<file path="src/rtl/alu_pkg.sv">
// Shared encodings for the ALU control unit: ALU_Control codes, ALUOp codes,
// R-type funct values and the mult/div sequencer state type.
package alu_pkg;

   typedef enum logic [3:0] {
      ALU_AND = 4'b0000,
      ALU_OR  = 4'b0001,
      ALU_ADD = 4'b0010,
      ALU_SUB = 4'b0110,
      ALU_SLT = 4'b0111,
      ALU_NOR = 4'b1100
   } alu_ctl_e;

   localparam logic [1:0] ALUOP_ADD   = 2'b00;
   localparam logic [1:0] ALUOP_SUB   = 2'b01;
   localparam logic [1:0] ALUOP_RTYPE = 2'b10;
   localparam logic [1:0] ALUOP_OR    = 2'b11;

   localparam logic [5:0] FUNCT_ADD   = 6'h20;
   localparam logic [5:0] FUNCT_SUB   = 6'h22;
   localparam logic [5:0] FUNCT_AND   = 6'h24;
   localparam logic [5:0] FUNCT_OR    = 6'h25;
   localparam logic [5:0] FUNCT_NOR   = 6'h27;
   localparam logic [5:0] FUNCT_SLT   = 6'h2A;
   localparam logic [5:0] FUNCT_MULT  = 6'h18;
   localparam logic [5:0] FUNCT_MULTU = 6'h19;
   localparam logic [5:0] FUNCT_DIV   = 6'h1A;
   localparam logic [5:0] FUNCT_DIVU  = 6'h1B;
   localparam logic [5:0] FUNCT_MFHI  = 6'h10;
   localparam logic [5:0] FUNCT_MFLO  = 6'h12;

   typedef enum logic [1:0] {
      ST_IDLE = 2'd0,
      ST_RUN  = 2'd1,
      ST_FIN  = 2'd2
   } md_state_e;

   function automatic logic is_muldiv_funct(input logic [5:0] f);
      return (f == FUNCT_MULT) || (f == FUNCT_MULTU) ||
             (f == FUNCT_DIV)  || (f == FUNCT_DIVU);
   endfunction

endpackage

</file>
<file path="src/rtl/muldiv_iter.sv">
// Iterative multiply / restoring divide datapath: one step per cycle on a
// shared 2*XLEN accumulator, with sign correction applied on the outputs.
module muldiv_iter
   import alu_pkg::*;
#(
   parameter int XLEN = 32
) (
   input  logic            clk,
   input  logic            reset,
   input  logic            start,
   input  logic            step,
   input  logic            is_div,
   input  logic            is_signed,
   input  logic [XLEN-1:0] op_a,
   input  logic [XLEN-1:0] op_b,
   output logic [XLEN-1:0] res_hi,
   output logic [XLEN-1:0] res_lo
);

   logic [2*XLEN-1:0] acc;
   logic [XLEN-1:0]   opnd;
   logic              div_mode;
   logic              neg_main;
   logic              neg_rem;

   logic              a_neg;
   logic              b_neg;
   logic [XLEN-1:0]   a_mag;
   logic [XLEN-1:0]   b_mag;
   logic [XLEN:0]     mul_sum;
   logic [XLEN:0]     div_shift;
   logic [XLEN:0]     div_diff;
   logic [2*XLEN-1:0] prod;

   assign a_neg = is_signed & op_a[XLEN-1];
   assign b_neg = is_signed & op_b[XLEN-1];
   assign a_mag = a_neg ? -op_a : op_a;
   assign b_mag = b_neg ? -op_b : op_b;

   // Multiply: multiplier sits in acc low half and is consumed LSB first.
   // Divide: acc holds {remainder, dividend/quotient}; borrow = diff MSB.
   always_comb begin
      mul_sum   = {1'b0, acc[2*XLEN-1:XLEN]} + (acc[0] ? {1'b0, opnd} : '0);
      div_shift = acc[2*XLEN-1:XLEN-1];
      div_diff  = div_shift - {1'b0, opnd};
      prod      = neg_main ? -acc : acc;
      if (div_mode) begin
         res_lo = neg_main ? -acc[XLEN-1:0] : acc[XLEN-1:0];
         res_hi = neg_rem  ? -acc[2*XLEN-1:XLEN] : acc[2*XLEN-1:XLEN];
      end else begin
         res_lo = prod[XLEN-1:0];
         res_hi = prod[2*XLEN-1:XLEN];
      end
   end

   always_ff @(posedge clk) begin
      if (reset) begin
         acc      <= '0;
         opnd     <= '0;
         div_mode <= 1'b0;
         neg_main <= 1'b0;
         neg_rem  <= 1'b0;
      end else if (start) begin
         acc      <= {{XLEN{1'b0}}, (is_div ? a_mag : b_mag)};
         opnd     <= is_div ? b_mag : a_mag;
         div_mode <= is_div;
         neg_main <= a_neg ^ b_neg;
         neg_rem  <= is_div & a_neg;
      end else if (step) begin
         if (div_mode) begin
            if (!div_diff[XLEN])
               acc <= {div_diff[XLEN-1:0], acc[XLEN-2:0], 1'b1};
            else
               acc <= {div_shift[XLEN-1:0], acc[XLEN-2:0], 1'b0};
         end else begin
            acc <= {mul_sum, acc[XLEN-1:1]};
         end
      end
   end

endmodule

</file>
<file path="src/rtl/alu_control_unit.sv">
// ALUOp/funct decode to ALU_Control, HI/LO registers, and the sequencer that
// drives the iterative multiply/divide unit with pipeline stall generation.
//
// state | meaning
// IDLE  | waiting; an issued mult/div is accepted and operands latched
// RUN   | one iteration per cycle while the counter counts down to zero
// FIN   | sign-corrected result written to HI/LO
module alu_control_unit
   import alu_pkg::*;
#(
   parameter int XLEN      = 32,
   parameter int MD_CYCLES = 32
) (
   input  logic            clk,
   input  logic            reset,
   input  logic            issue,
   input  logic [1:0]      ALUOp,
   input  logic [5:0]      funct,
   input  logic [XLEN-1:0] Read_data1,
   input  logic [XLEN-1:0] Read_data2,
   output logic [3:0]      ALU_Control,
   output logic            use_hilo,
   output logic [XLEN-1:0] hilo_result,
   output logic            stall,
   output logic            busy,
   output logic            div_zero
);

   localparam int            CW       = $clog2(MD_CYCLES);
   localparam logic [CW-1:0] CNT_INIT = CW'(MD_CYCLES - 1);

   md_state_e       state;
   md_state_e       state_nxt;
   logic [CW-1:0]   counter;
   logic [XLEN-1:0] hi_q;
   logic [XLEN-1:0] lo_q;
   logic [XLEN-1:0] md_hi;
   logic [XLEN-1:0] md_lo;
   logic            div_zero_q;
   logic            is_r;
   logic            is_md;
   logic            is_mf;
   logic            accept;
   logic            md_step;
   alu_ctl_e        alu_ctl;

   always_comb begin
      alu_ctl = ALU_ADD;
      case (ALUOp)
         ALUOP_ADD: alu_ctl = ALU_ADD;
         ALUOP_SUB: alu_ctl = ALU_SUB;
         ALUOP_OR:  alu_ctl = ALU_OR;
         default: begin
            case (funct)
               FUNCT_ADD: alu_ctl = ALU_ADD;
               FUNCT_SUB: alu_ctl = ALU_SUB;
               FUNCT_AND: alu_ctl = ALU_AND;
               FUNCT_OR:  alu_ctl = ALU_OR;
               FUNCT_NOR: alu_ctl = ALU_NOR;
               FUNCT_SLT: alu_ctl = ALU_SLT;
               default:   alu_ctl = ALU_ADD;
            endcase
         end
      endcase
   end

   assign ALU_Control = alu_ctl;
   assign is_r        = (ALUOp == ALUOP_RTYPE);
   assign is_md       = is_r & is_muldiv_funct(funct);
   assign is_mf       = is_r & ((funct == FUNCT_MFHI) || (funct == FUNCT_MFLO));
   assign use_hilo    = is_mf;
   assign hilo_result = funct[1] ? lo_q : hi_q;
   assign busy        = (state != ST_IDLE);
   // FIN counts as busy, so an mf* in that cycle waits for the HI/LO write.
   assign stall       = issue & busy & (is_md | is_mf);
   assign accept      = issue & is_md & ~stall & (state == ST_IDLE);
   assign div_zero    = div_zero_q;

   always_comb begin
      state_nxt = state;
      md_step   = 1'b0;
      case (state)
         ST_IDLE: if (accept) state_nxt = ST_RUN;
         ST_RUN: begin
            md_step = 1'b1;
            if (counter == '0) state_nxt = ST_FIN;
         end
         ST_FIN:  state_nxt = ST_IDLE;
         default: state_nxt = ST_IDLE;
      endcase
   end

   always_ff @(posedge clk) begin
      if (reset) begin
         state      <= ST_IDLE;
         counter    <= '0;
         hi_q       <= '0;
         lo_q       <= '0;
         div_zero_q <= 1'b0;
      end else begin
         state <= state_nxt;
         if (accept)
            counter <= CNT_INIT;
         else if (state == ST_RUN && counter != '0)
            counter <= counter - 1'b1;
         if (accept)
            div_zero_q <= funct[1] & (Read_data2 == '0);
         if (state == ST_FIN) begin
            hi_q <= md_hi;
            lo_q <= md_lo;
         end
      end
   end

   muldiv_iter #(
      .XLEN(XLEN)
   ) u_muldiv_iter (
      .clk       (clk),
      .reset     (reset),
      .start     (accept),
      .step      (md_step),
      .is_div    (funct[1]),
      .is_signed (~funct[0]),
      .op_a      (Read_data1),
      .op_b      (Read_data2),
      .res_hi    (md_hi),
      .res_lo    (md_lo)
   );

endmodule
</file>
<file path="config.mk">
export PLATFORM = sky130hd
export DESIGN_NAME = alu_control_unit
export DESIGN_NICKNAME = d
export VERILOG_FILES = /design/src/rtl/alu_pkg.sv /design/src/rtl/muldiv_iter.sv /design/src/rtl/alu_control_unit.sv
export SDC_FILE = /design/constraint.sdc
export NUM_CORES = 1
export LEC_CHECK = 0
export ABC_AREA = 1
export BUFFER_PORTS_ARGS = -buffer_cell sky130_fd_sc_hd__buf_2
export CORE_MARGIN = 8
export CORE_UTILIZATION = 50
export DETAILED_ROUTE_END_ITERATION = 8
export GPL_ROUTABILITY_DRIVEN = 0
export HOLD_SLACK_MARGIN = 0.06
export PLACE_DENSITY = 0.7
export SYNTH_ARGS = -nofsm -noshare
export SYNTH_HDL_FRONTEND = slang
export SYNTH_SLANG_ARGS = --single-unit
export TNS_END_PERCENT = 10
</file>
<file path="constraint.sdc">
create_clock -name clk -period 2.4 [get_ports clk]
set_input_delay 0.12 -clock clk [delete_from_list [all_inputs] [get_ports clk]]
set_output_delay 0.12 -clock clk [all_outputs]
set_load 0.05 [all_outputs]
</file>
==> After elaboration in Yosys (flattened, before gate mapping) <==
Index checks and enable logic that the tools add are counted.
W data, S select, Z words.
{ "word_totals": {"output_inout_bits": 40, "in_bits": 75, "regBits": 171, "wordCells": 90} }
{ "op_classes": {"n_eq_ne": 18, "n_mux": 23, "n_addsub": 8, "n_bitwise": 15, "n_reduce_logical": 15} }
{ "op_table": {"columns": ["op", "n"], "rows": [
  ["$mux W32", 12],
  ["$mux W64", 3],
  ["$neg A32 Y32", 4],
  ["$neg A64 Y64", 1],
  ["$eq A6 B5 Y1 const B", 6],
  ["$add A32 B32 Y33", 1],
  ["$sub A33 B32 Y33", 1],
  ["$logic_not A32 Y1", 1],
  ["$eq A6 B6 Y1 const B", 5],
  ["$pmux W4 S5", 1],
  ["$pmux W4 S3", 1],
  ["$and A1 B1 Y1", 11],
  ["$mux W5", 2],
  ["$eq A2 B2 Y1 const B", 3],
  ["$reduce_bool A2 Y1", 3],
  ["$logic_not A5 Y1", 1],
  ["$reduce_bool A5 Y1", 1],
  ["$sub A5 B1 Y5 const B", 1],
  ["$eq A2 B1 Y1 const B", 2],
  ["$logic_not A2 Y1", 2],
  ["$logic_or A1 B1 Y1", 4],
  ["$mux W2", 2],
  ["$ne A2 B2 Y1 const B", 2],
  ["$pmux W2 S2", 1],
  ["7 further kinds", 8]
]} }

==> Depth between registers and ports, before layout <==
{ "depth": {"depth_word": 12, "depth_mapped": 19, "ltp_nobuf": 19} }

==> By module <==
Synthesis repeated with hierarchy kept, for this count alone.
{ "unflattened": {"hier_cells": 3417, "area_unflattened_um2": 18815.5} }
{ "by_module_without_submodules": {"columns": ["module", "instances", "seq_area_each_um2", "cells_each", "area_per_inst_um2"], "rows": [
  ["muldiv_iter", 1, 1981.9, 2919, 15557.4],
  ["alu_control_unit", 1, 1441.4, 498, 3258.1]
]} }

==> Worst setup path after synthesis <==
OpenSTA, ideal clock, no wires.
{ "synth_path": {"path_type": "input to output", "startpoint": "input port ALUOp[1]", "endpoint": "output port stall", "path_stages": 6, "required_ns": 2.280, "setup_slack_ns": -0.097, "arrival_time_ns": 2.377, "n_path_buf": 0, "path_cell_list": "inv_2 nor2_2 nand3_1 nor4_1 o211ai_1 inv_1"} }
{ "synth_via": {"elab_chain_cells": 4, "word_cells_on_any_way": 5, "classes_between": "eq/ne (1); bitwise (4)"} }
{ "synth_lines": {"columns": ["element", "line_no", "source"], "rows": [
  ["start, declared", "alu_control_unit.sv:17", "input logic [1:0] ALUOp,"],
  ["$eq A2 B2 Y1", "alu_control_unit.sv:68", "assign is_r = (ALUOp == ALUOP_RTYPE);"],
  ["$and A1 B1 Y1", "alu_control_unit.sv:70", "assign is_mf = is_r & ((funct == FUNCT_MFHI) || (funct == FUNCT_MFLO));"],
  ["via use_hilo", "alu_control_unit.sv:22", "output logic use_hilo,"],
  ["$or A1 B1 Y1", "alu_control_unit.sv:75", "assign stall = issue & busy & (is_md | is_mf);"],
  ["$and A1 B1 Y1", "alu_control_unit.sv:75", null],
  ["end, declared", "alu_control_unit.sv:24", "output logic stall,"]
]} }
The timed path passes the listed nets, and every way through them passes these cells.

==> Final worst setup path <==
{ "layout_path": {"startpoint": "register u_muldiv_iter.acc[0]", "endpoint": "register u_muldiv_iter.acc[46]"} }
{ "layout_via": {"elab_chain_cells": 3} }
{ "layout_lines": {"columns": ["element", "line_no", "source"], "rows": [
  ["start, declared", "muldiv_iter.sv:20", "logic [2*XLEN-1:0] acc;"],
  ["start signal, assigned", "muldiv_iter.sv:64", "acc <= {{XLEN{1'b0}}, (is_div ? a_mag : b_mag)};"],
  ["start signal, assigned", "muldiv_iter.sv:72", "acc <= {div_diff[XLEN-1:0], acc[XLEN-2:0], 1'b1};"],
  ["start signal, assigned", "muldiv_iter.sv:74", "acc <= {div_shift[XLEN-1:0], acc[XLEN-2:0], 1'b0};"],
  ["$mux W32", "muldiv_iter.sv:43", "mul_sum = {1'b0, acc[2*XLEN-1:XLEN]} + (acc[0] ? {1'b0, opnd} : '0);"],
  ["$add A32 B32 Y33", "muldiv_iter.sv:43", null],
  ["$mux W64", "muldiv_iter.sv:70", "if (div_mode) begin"]
]} }
No other way between the ends.
A chain may end at the register's enable or synchronous reset.

==> metrics.md <==
| Metric | Value |
|---|---|
| Status | `complete, but fails checks` |
| Failing checks | `setup timing` |
| Filler cell count | `3456` |
| FFs w/ async S/R, synth | `0%` |
| DIE WIDTH | `206 microns` |
| Max-capacitance violation count | `0` |
| Root buffer cell | `clkbuf_16` |
| Register area share after synthesis | `18.9%` |
| Critical path origin | `u_muldiv_iter.acc[0]` |
| Finished Cell Area | `21800 sq um` |
| Post-placement cell count | `3957` |
| Initial antenna violation count | `0` |
| CTS Buf Count | `17` |
| Hold path depth | `5` |
| DIE AREA | `42600 sq um` |
| Fin. Hold Viols | `0` |
| Measured slew at the worst slew-check pin | `0.772 ns` |
| Finished Layout Cells | `4010` |
| Synthesized instance count | `3303` |
| PortBufs | `114` |
| Area of the multi-input gates | `12600 sq um` |
| Relative slew slack | `48.0%` |
| Pin count of the biggest net entering global routing | `97` |
| H-tree levels | `4` |
| RSZ-0062 raised after global routing | `true` |
| Worst R2R Start | `u_muldiv_iter.acc[0]` |
| Synth area leader | `nand2_1` |
| Initial DRC count | `2839` |
| Syn nets | `3450` |
| Post-route ant nets | `0` |
| Setup CP Type | `reg2reg` |
| Synthesized area | `18100 sq um` |
| Final Worst Setup Slack | `-0.0319 ns` |
| RR Endpoint | `u_muldiv_iter.acc[46]` |
| Row count | `69` |
| Max clock buf depth | `2` |
| Worst Path Arrival | `2.82 ns` |
| Nets | `3683` |
| WP data required | `2.79 ns` |
| Final period util | `101%` |
| Leak | `0.0118 uW` |
| #FFs+latches synth | `171` |
| CTS tree | `done` |
| Final setup viols | `4` |
| DP HPWL | `59700 microns` |
| Post-synth top area share | `20.7%` |
| Ys flop type | `dfxtp_1` |
| Layout cell share with drive strength beyond 1 | `16.0%` |
| Crit path launch type | `flip-flop` |
| DRC | `0` |
| Worst reg2reg setup slack | `-0.03 ns` |
| PD cells | `354 nW/um^2` |
| Min-delay src | `Read_data2[4]` |
| Placed Area | `20300 sq um` |
| Global-route usage over all layers | `34.4%` |
| Hold endpoint | `u_muldiv_iter.opnd[4]` |
| VDD IR max | `528 uV` |
| Synth warnings | `0` |
| HP Class | `in2reg` |
| Fmax | `411 MHz` |
| Syn Area/Cell | `5.49 sq um` |
| Clock sink count | `171` |
| Clock skew | `0.0132 ns` |
| Clock latency on the worst-skew pair | `0.46 ns` |
| Vias per inst | `5.74` |
| Storage element area | `3460 sq um` |
| First-pass GRT wire length | `114000 microns` |
| Top post-synthesis cells by area | `nand2_1, dfxtp_1, inv_1` |
| Depth of the worst register-to-register path | `15` |
| Total Wirelength | `75500 microns` |
| CP Capture Type | `flip-flop` |
| Core region area | `35700 sq um` |
| TNS Setup | `-0.0644 ns` |
| Synth-to-layout area growth | `20.2%` |
| Slew Viols, Final | `0` |
| Die Span Y | `206 microns` |
| Vias in the first global route | `21300` |
| Antenna diodes | `0` |
| Routed wire length per instance | `18.8 microns` |
| Via count | `23000` |
| Util after Layout | `61.1%` |
| First-pass iteration count of the detailed router | `7` |
| Critical-path maximum fanout | `20` |
| Total gr overflow | `0` |
| Minimum clock period | `2.43 ns` |
| IO Count | `115` |
| Yosys cell types | `53` |
| Clock slew at reported path FFs | `0.07 ns` |
| Starting Density | `50.9%` |
| Number of synthesized flops with an enable pin | `0` |
final cells by class:
| type | count | share of cell area [%] |
|---|---|---|
| clock inverters | 13 | 0.815 |
| well taps | 461 | 2.65 |
| inverters | 583 | 10.1 |
| flip-flops and latches | 171 | 15.9 |
| repair buffers | 324 | 10.6 |
| repair inverters | 1 | 0.0402 |
| clock buffers | 19 | 2.03 |
| multi-input cells | 2438 | 57.9 |
layer usage:
| layer | share of wire [%] | wire (microns) | up-vias | GRT usage, % |
|---|---|---|---|---|
| met5 | 0 | 0 | - | 0 |
| met4 | 7.4 | 5570 | 0 | 21.2 |
| met3 | 12 | 8900 | 345 | 8.97 |
| met2 | 42 | 32000 | 1482 | 52.9 |
| met1 | 39 | 29100 | 10300 | 42.7 |
| li1 | - | - | 10900 | - |
worst max-delay path, stage by stage (launching register included):
cell,delay [ns]
dfxtp_2,0.38
buf_12,0.17
nand2_1,0.06
inv_1,0.07
ha_1,0.25
a21oi_2,0.20
nor2_1,0.06
nor2_1,0.16
nand2_1,0.12
nand2_1,0.09
nand2_2,0.13
a21oi_2,0.19
o21ai_0,0.17
nand2_1,0.11
inv_1,0.07
a21oi_2,0.13
synth_stat cells (8+ instances only):
master / number
clkbuf_1: 68
xnor2_1: 20
o211ai_1: 30
nand2_1: 1002
nand4_1: 36
ha_1: 70
buf_1: 11
a21oi_2: 13
nand3_2: 12
nand3_1: 266
nand3b_1: 8
a21oi_1: 197
o221ai_1: 21
inv_1: 567
inv_2: 12
o21ai_1: 11
dfxtp_1: 171
xor2_1: 72
nor2_1: 310
nor3_1: 35
buf_2: 27
o21ai_0: 234
a31oi_1: 8
nand2_2: 22
cells in the final DEF, fill, tap and decap left out, drive strengths merged, types with 2 or more instances in the layout:
cell type and instances:
o221ai 21, o21ai 248, nor2 319, a21oi 210
dfxtp 171, nand2 1029, clkinv 6, a211oi 2
o21bai 7, o211ai 30, xor2 72, or2 6
o2111ai 2, a22oi 7, and3 2, xnor2 20
o31ai 3, dlygate4sd3 6, buf 316, nand3 279
ha 70, fa 2, inv 587, nand3b 8
a221oi 3, a31oi 8, nor3 37, clkbuf 20
a21o 4, nand4 36, bufinv 3, nor4 6
stage by stage:
stage | power [uW] | hold WS (ns) | worst slack, ns
final | 7720 | 0.104 | -0.0319
after global routing | 7980 | 0.129 | -0.138
after CTS | 7530 | 0.0979 | 0.00255
after detailed placement | 4510 | 0.455 | -0.134
after global placement | 4480 | 0.452 | -0.122
after floorplan | 3960 | 0.278 | -0.0538
where the power goes:
group / internal [uW] / switching (uW)
registers: 2840 / 21.2
logic: 585 / 1210
clock network: 1700 / 1370
total: 5130 / 2590
worst max path at each step:
stage	end	slack (ns)	cells after the start
floorplan	u_muldiv_iter.acc[53]	-0.05	19
global placement	u_muldiv_iter.acc[53]	-0.12	17
detailed placement	u_muldiv_iter.acc[61]	-0.13	16
CTS	u_muldiv_iter.acc[53]	0.003	17
global route	u_muldiv_iter.acc[57]	-0.14	16
finish	u_muldiv_iter.acc[46]	-0.03	15
registers in the layout, summed over array words and instances, names as in the netlist:
name	count
u_muldiv_iter.div_mode	1
hi_q	32
lo_q	32
state	2
u_muldiv_iter.neg_main	1
u_muldiv_iter.neg_rem	1
u_muldiv_iter.acc	64
counter	5
div_zero	1
u_muldiv_iter.opnd	32
repair_timing:
action / in CTS / in global routing
hold buffers: 7 / 0
cloned: 0 / 4
pin swaps: 0 / 13
gates resized for setup: 26 / 143
setup endpoints to repair: 31 / 58
buffers inserted: 0 / 10
hold endpoints to repair: 4 / 0
cell families (layout without fill, tap and decap cells):
kind of cell,Yosys count,after routing,share of synthesized area [%]
XOR/XNOR,92,92,4.44
AO/OA/AOI/OAI,548,548,16.8
AND/OR/NAND/NOR,1724,1726,40.0
flip-flops,171,171,18.9
buffers and inverters,696,940,14.8
adder cells (fa/ha/maj),72,72,5.05
(Power assumes the default switching activity.)
